<file path="config.mk">
export PLATFORM = sky130hd
export DESIGN_NAME = l0_ctrl
export DESIGN_NICKNAME = d
export VERILOG_FILES = /design/src/rtl/l0_ctrl_pkg.sv /design/src/rtl/l0_ctrl.sv
export SDC_FILE = /design/constraint.sdc
export NUM_CORES = 1
export LEC_CHECK = 0
export BUFFER_PORTS_ARGS = -buffer_cell sky130_fd_sc_hd__buf_2
export CAP_MARGIN = 20
export CORE_ASPECT_RATIO = 1.25
export CORE_MARGIN = 4
export CORE_UTILIZATION = 48
export DETAILED_ROUTE_END_ITERATION = 10
export GPL_TIMING_DRIVEN = 0
export PLACE_DENSITY_LB_ADDON = 0.1
export SYNTH_ARGS = -nofsm -noshare
export SYNTH_HDL_FRONTEND = slang
export SYNTH_SLANG_ARGS = --single-unit
</file>
<file path="constraint.sdc">
create_clock -name clk -period 2.05 [get_ports clk]
set_clock_uncertainty 0.1 [all_clocks]
set_input_delay 0.205 -clock clk [delete_from_list [all_inputs] [get_ports clk]]
set_output_delay 0.205 -clock clk [all_outputs]
set_load 0.01 [all_outputs]
</file>
<file path="src/rtl/l0_ctrl_pkg.sv">
// Shared types and constants for the L0 activation-buffer sequencer.
package l0_ctrl_pkg;

    localparam int L0_ROW   = 8;
    localparam int L0_DEPTH = 64;
    localparam int L0_AW    = 11;
    localparam int L0_LW    = 7;

    localparam int FLUSH_CYCLES = L0_ROW + 1;

    localparam int ERR_CLAMP = 0;
    localparam int ERR_FULL  = 1;

    typedef enum logic [2:0] {
        ST_IDLE,
        ST_LOAD,
        ST_DRAIN,
        ST_FLUSH,
        ST_DONE
    } state_e;

    // rd_en register + (row-1) stagger + FIFO output stage
    function automatic int flush_len(input int row);
        return row + 1;
    endfunction

endpackage

</file>
<file path="src/rtl/l0_ctrl.sv">
// L0 activation-buffer sequencer: load from SRAM, drain to array, flush, done.
// Optional stall counter output enabled by L0_CTRL_PERF_CNT_EN.
module l0_ctrl
    import l0_ctrl_pkg::*;
#(
    parameter int ROW   = L0_ROW,
    parameter int DEPTH = L0_DEPTH,
    parameter int AW    = L0_AW,
    parameter int LW    = L0_LW
) (
    input  logic          clk,
    input  logic          reset,
    input  logic          start,
    input  logic [AW-1:0] base_addr,
    input  logic [LW-1:0] len,
    input  logic          drain_hold,
    output logic          sram_cen,
    output logic [AW-1:0] sram_addr,
    output logic          l0_wr,
    output logic          l0_rd,
    input  logic          l0_full,
    output logic          busy,
    output logic          done,
    output logic [1:0]    err
`ifdef L0_CTRL_PERF_CNT_EN
   ,output logic [15:0]   perf_stall
`endif
);

    localparam int FLUSH_N = flush_len(ROW);
    localparam int CNT_MAX = (DEPTH > FLUSH_N) ? DEPTH : FLUSH_N;
    localparam int CW      = $clog2(CNT_MAX + 1);

    state_e        state_q, state_d;
    logic [CW-1:0] cnt_q, cnt_d;
    logic [AW-1:0] addr_q, addr_d;
    logic [LW-1:0] len_q, len_d;
    logic          wr_q, wr_d;
    logic [1:0]    err_q, err_d;

    logic          len_over;
    logic [LW-1:0] len_clamp;
    logic          cnt_zero, cnt_one;

    assign len_over  = (len > LW'(DEPTH));
    assign len_clamp = len_over ? LW'(DEPTH) : len;
    assign cnt_zero  = (cnt_q == '0);
    assign cnt_one   = (cnt_q == CW'(1));

    always_ff @(posedge clk) begin
        if (reset) begin
            state_q <= ST_IDLE;
            cnt_q   <= '0;
            addr_q  <= '0;
            len_q   <= '0;
            wr_q    <= 1'b0;
            err_q   <= '0;
        end else begin
            state_q <= state_d;
            cnt_q   <= cnt_d;
            addr_q  <= addr_d;
            len_q   <= len_d;
            wr_q    <= wr_d;
            err_q   <= err_d;
        end
    end

    always_comb begin
        state_d = state_q;
        case (state_q)
            ST_IDLE:  if (start) state_d = (len == '0) ? ST_DONE : ST_LOAD;
            ST_LOAD:  if (cnt_zero) state_d = ST_DRAIN;
            ST_DRAIN: if (!drain_hold && cnt_one) state_d = ST_FLUSH;
            ST_FLUSH: if (cnt_one) state_d = ST_DONE;
            ST_DONE:  state_d = ST_IDLE;
            default:  state_d = ST_IDLE;
        endcase
    end

    always_comb begin
        sram_cen = 1'b1;
        l0_rd    = 1'b0;
        busy     = 1'b0;
        done     = 1'b0;
        case (state_q)
            ST_LOAD: begin
                sram_cen = cnt_zero;
                busy     = 1'b1;
            end
            ST_DRAIN: begin
                l0_rd = !drain_hold;
                busy  = 1'b1;
            end
            ST_FLUSH: busy = 1'b1;
            ST_DONE:  done = 1'b1;
            default:  ;
        endcase
    end

    assign sram_addr = addr_q;
    assign l0_wr     = wr_q;
    assign err       = err_q;

    // One down-counter serves issue, drain and flush; it is reloaded at each phase entry.
    always_comb begin
        cnt_d  = cnt_q;
        addr_d = addr_q;
        len_d  = len_q;
        err_d  = err_q;
        wr_d   = (state_q == ST_LOAD) && !cnt_zero;
        case (state_q)
            ST_IDLE: if (start) begin
                addr_d = base_addr;
                len_d  = len_clamp;
                cnt_d  = CW'(len_clamp);
                if (len_over) err_d[ERR_CLAMP] = 1'b1;
            end
            ST_LOAD: begin
                if (!cnt_zero) begin
                    cnt_d  = cnt_q - CW'(1);
                    addr_d = addr_q + AW'(1);
                end else begin
                    cnt_d = CW'(len_q);
                end
            end
            ST_DRAIN: if (!drain_hold) cnt_d = cnt_one ? CW'(FLUSH_N) : cnt_q - CW'(1);
            ST_FLUSH: cnt_d = cnt_q - CW'(1);
            default:  ;
        endcase
        if (wr_q && l0_full) err_d[ERR_FULL] = 1'b1;
    end

`ifdef L0_CTRL_PERF_CNT_EN
    logic [15:0] perf_q, perf_d;

    always_comb begin
        perf_d = perf_q;
        if (state_q == ST_IDLE && start)
            perf_d = '0;
        else if (state_q == ST_DRAIN && drain_hold && perf_q != 16'hFFFF)
            perf_d = perf_q + 16'd1;
    end

    always_ff @(posedge clk) begin
        if (reset) perf_q <= '0;
        else       perf_q <= perf_d;
    end

    assign perf_stall = perf_q;
`endif

endmodule

</file>
==> flow_summary.ini, run 1 <==
[setup_path]
crit_path_end_kind = flip-flop
cp.required_ps = 2120
worstPathArrival_ps = 2100
startpoint = cnt_q[0]$_SDFFE_PP0P_
crit_type = flip-flop to flip-flop
crit_path_start_kind = flip-flop
path_max_fanout = 5
r2r-start = cnt_q[0]$_SDFFE_PP0P_
rrSetupSlack_ps = 20

[synth]
synthSimpleGateAreaFrac_pct = 31.0
synth_compound_area_share_pct = 26.6
synth_top_family_by_area = simple AND/OR/NAND/NOR gates
yosys.area_share.xor_xnor_pct = 1.44
yosys.area.top_type_share_pct = 33.9
synth-seq-area-share_pct = 33.9
ys_types = 52
ys_async_sr_fraction_pct = 0
synthTopCellsByArea = dfxtp_1, nand2_1, a21oi_1, nor2_1, nor3_1
synth_fa_ha_area_share_pct = 2.05
syn_avg_cell_area_um2 = 7.44
syn-num-nets = 272
synth_cells = 246
synth_edf_count = 0
yosysMostFrequentCell = nand2_1
ys.warnings.count = 0
muxShareOfSynthArea_pct = 0
ys_top_cells_by_count = nand2_1, dfxtp_1, a21oi_1, nor2_1, nor3_1
netlist_area_um2 = 1830
synth_flop_cell = dfxtp_1
ys_ff_latch = 31
synth_top_cell_by_area = dfxtp_1

[worst_hold_path]
hold_path_class = primary input to flip-flop
hold_start = l0_full

[sta]
finalHoldViolations = 0
setup_viol = 0
maxSlewViolCount = 0
rsz0062_at_grt = yes
fin_ws_ps = 20.8
period_needed_ps = 2030
layout_worst_path_cycle_share_pct = 99.0
worst_pin_slew_ps = 650
slew_headroom_pct = 56.4
max_freq_mhz = 493

[route]
wl_um = 5530
drt-pass1-iter-count = 4
vias = 2074
routedWlPerCell_um = 16.3
drt_iter0_markers = 169
detail-route-antenna-nets = 0
drc = 0
vias_per_cell = 6.12

[die]
die_x_um = 63.2
ios = 41
die_y_um = 77.0
dieArea_um2 = 4870
rows = 24
start_util_pct = 51.2
core_area_um2 = 3570

[global_route]
antenna_found_initial = 0
grt_pass1_wl_um = 9320
grt_max_degree = 11
grt_use_total_pct = 23.8
grt_remaining_overflow = 0
grt_pass1_vias = 1984

[placed_design]
portBuffers = 39
globalplace.congestion = 0.892
dp_worst_setup_slack_ps = -207
dp_hpwl_um = 3950

[cells_and_area]
multi_input_area_um2 = 1200
drive_gt1_share_pct = 28.0
diodes = 0
finalNetCount = 325
finalCoreUtilization_pct = 65.1
syn_to_final_growth_pct = 27.1
fillers = 333
seq_area_um2 = 626

[run]
drv_cap = 0

[clock_tree]
cts-root-buf = clkbuf_8
numCtsBuffers = 5
cts_tree = built
clockBufferDepth = 2
htreeDepth = 2
cts_sinks = 31
clkTransAtPathRegs_ps = 70
clkLatencyLatePin_ps = 280

[run_status]
status = completed

[power_and_ir_drop]
vdd_drop_max_uv = 785
leakage_uw = 0.000915
p_per_area_nw_per_um2 = 1650
==> cell families after synthesis <==
group                      after synthesis
and+or+nand+nor                        113
AOI/OAI and AO/OA                       73
DFF                                     31
buffers and inverters                   23
xor gates and xnor gates                 3
adders and majority gates                3
==> layout by cell type, fill, tap and decap left out, drive strengths merged, types with 3 or more instances in the layout <==
master  Yosys  final
a211oi      3      3
a21oi      23     23
a311oi      3      3
a31oi       6      6
and3        3      3
buf         5     50
clkbuf     10     16
clkinv      0      3
dfxtp      31     31
ha          3      3
inv         8      8
nand2      36     36
nand3      11     11
nand4       4      4
nor2       19     19
nor2b       5      5
nor3       14     14
nor3b       3      3
nor4        4      4
o21ai      12     12
o311ai      4      4
o32ai       3      3
or3         5      5
==> worst paths after layout <==
| kind | endpoint | depth (start not counted) |
|---|---|---|
| min reg2reg | len_q[1]$_SDFFE_PP0P_ | 2 |
| min | err[1]$_SDFFE_PP0P_ | 3 |
| max reg2reg | cnt_q[1]$_SDFFE_PP0P_ | 8 |
| max | cnt_q[1]$_SDFFE_PP0P_ | 8 |
==> layout make-up <==
class,instances,area share (%)
clock buffers,5,2.96
inverters,8,1.40
plain buffers,15,3.34
flip-flops and latches,31,26.9
clock inverters,3,0.646
well taps,39,2.10
multi-input cells,192,51.5
repair buffers,46,11.2
==> stage by stage <==
stage	hold WS (ps)	setup TNS (ps)	instances	power (µW)	cell area [µm²]
6_report	57.0	0	339	3840	2330
5_1_grt	88.0	-21.1	339	4150	2330
4_1_cts	56.9	0	335	3600	2240
3_5_place_dp	347	-1060	324	2900	2070
3_3_place_gp	336	-1060	324	2900	2070
2_1_floorplan	246	0	246	2350	1830
==> sequential cells by signal, summed over array words and instances, names as in the netlist <==
| name | flops |
|---|---|
| l0_wr | 1 |
| state_q | 3 |
| len_q | 7 |
| sram_addr | 11 |
| cnt_q | 7 |
| err | 2 |
==> where the power goes <==
group	switching, µW	internal (µW)	leakage (µW)
Clock	238	232	0.0000477
Combinational	1370	1000	0.000612
Sequential	208	794	0.000256
Total	1820	2030	0.000915
==> timing repair <==
action	in CTS	in global routing
setup endpoints to repair	11	16
pin swaps	4	3
hold endpoints to repair	0	0
buffers inserted	3	4
gates resized for setup	18	15
hold buffers	0	0
==> critical path, cell delays in order (launching register included) <==
cell and delay (ps):
dfxtp_4 350, inv_4 50, ha_4 120, or3b_4 370
buf_6 140, or3_4 350, a21boi_2 150, o21ai_2 70
a32o_1 210
==> metal layers <==
layer  up-vias  wire length [µm]  GRT usage (%)
met1       959              2230           26.9
met3        12               326           6.43
met4         0               136           7.99
met2        81              2840           42.4
met5         -                 0              0
li1       1022                 -              -
Note: power is estimated with default switching activity, not from simulation.
==> inputs of run 2 (changes only) <==
- CORE_UTILIZATION: 48 -> 54
- HOLD_SLACK_MARGIN: unset -> 0.15
- clock period: 2.05 -> 1.9 ns (I/O delays scaled with it)
==> run 2 against run 1 <==
Against the previous run: the flow now finishes with violations (negative setup slack); worst setup slack worse by 140 ps; non-clock buffer count is 15 higher; cell area is 8.6% higher; flip-flop and latch count stayed put.
==> flow_summary.ini, run 2 (synthesized netlist as in run 1, its figures left out) <==
[setup_path]
cp.required_ps = 1950
crit_type = flip-flop to flip-flop
path_max_fanout = 5
rr_worst_depth = 7
worstPathArrival_ps = 2070
crit_path_end_kind = flip-flop
crit_path_start_kind = flip-flop

[cells_and_area]
syn_to_final_growth_pct = 38.0
finalNetCount = 340
largest_reg_flops = 11
layout.cells.most_common_list = buf_2, nand2_1, dfxtp_1, a21oi_1, nor2_1
drive_gt1_share_pct = 33.3
final_common_cell = buf_2
finalCoreUtilization_pct = 78.4
diodes = 0

[die]
rows = 23
dieArea_um2 = 4390
die_x_um = 60.1
die_y_um = 73.1
core_area_um2 = 3220
ios = 41
start_util_pct = 56.8

[placed_design]
globalplace.congestion = 0.956
portBuffers = 39
dp_hpwl_um = 3890

[sta]
tns_ps = -428
maxSlewViolCount = 0
worst_pin_slew_ps = 673
layout_worst_path_cycle_share_pct = 106
max_freq_mhz = 496
fin_ws_ps = -114
finalHoldViolations = 0
slew_headroom_pct = 54.9
rsz0062_at_grt = yes
period_needed_ps = 2010
setup_viol = 8

[route]
drt-pass1-iter-count = 5
drc = 0
detail-route-antenna-nets = 0
routedWlPerCell_um = 17.3
drt_iter0_markers = 181
vias = 2253
wl_um = 6110
vias_per_cell = 6.40

[run_status]
status = finished, violations left
violations = negative setup slack

[global_route]
grt_use_total_pct = 28.5
grt_pass1_wl_um = 9570
grt_pass1_vias = 2075
grt_max_degree = 11
grt_remaining_overflow = 0
antenna_found_initial = 0

[clock_tree]
clkTransAtPathRegs_ps = 70
htreeDepth = 2
clockBufferDepth = 2
clkLatencyLatePin_ps = 290
cts-root-buf = clkbuf_8
cts_tree = built
cts_sinks = 31
numCtsBuffers = 5

[worst_hold_path]
hold_path_class = primary input to flip-flop
holdPathStages = 5

[power_and_ir_drop]
p_per_area_nw_per_um2 = 1810
leakage_uw = 0.00100
vdd_drop_max_uv = 1310

[run]
drv_cap = 0
[run 2: path summary, 6_finish.rpt]
kind	startpoint	endpoint	slack, ps
max	cnt_q[0]$_SDFFE_PP0P_	cnt_q[6]$_SDFFE_PP0P_	-110
min	base_addr[9]	sram_addr[9]$_SDFFE_PP0P_	150
max reg2reg	cnt_q[0]$_SDFFE_PP0P_	cnt_q[6]$_SDFFE_PP0P_	-110
min reg2reg	len_q[1]$_SDFFE_PP0P_	len_q[1]$_SDFFE_PP0P_	360
[run 2: area by class of cell]
| type | instances | area [µm²] |
|---|---|---|
| inverters | 8 | 32.5 |
| fillers | 259 | 697 |
| clock buffers | 8 | 100 |
| multi-input cells | 192 | 1250 |
| plain buffers | 13 | 68.8 |
| repair buffers | 63 | 395 |
| flip-flops and latches | 31 | 631 |
| well taps | 37 | 46.3 |
[run 2: repair_timing]
item | in CTS | in global routing
endpoints found under the hold margin | 8 | 0
setup endpoints to repair | 19 | 24
pin swaps | 3 | 8
hold buffers | 8 | 0
buffers inserted | 8 | 8
resized for setup | 20 | 25
[run 2: power breakdown]
group	internal (µW)	total (µW)	switching (µW)	leakage (µW)
logic	1260	2880	1620	0.000694
clock network	331	590	259	0.0000515
registers	866	1110	242	0.000257
total	2460	4580	2120	0.00100
[run 2: critical path: stages, from the launching register on]
cell      delay (ps)
dfxtp_4          360
inv_4             50
ha_4             120
or3b_4           410
or3_4            390
buf_4            150
o21ai_0          170
a311oi_1         120
[run 2: metrics by stage]
step                      area (µm²)  total power [µW]  instances  setup WS [ps]  hold slack (ps)
final                           2530              4580        352           -114              146
after floorplan                 1860              2630        246          -25.5              231
after global routing            2530              4870        352           -147              190
after global placement          2100              3210        322           -263              318
after CTS                       2390              4150        345          -53.3              150
after detailed placement        2100              3240        322           -288              329
[run 2: metal layers]
metal	routed length [µm]	vias up	global-route usage, %
met5	0	-	0
met4	176	0	12.8
met3	385	20	5.31
met2	3150	107	47.4
met1	2400	1076	35.0
li1	-	1050	-
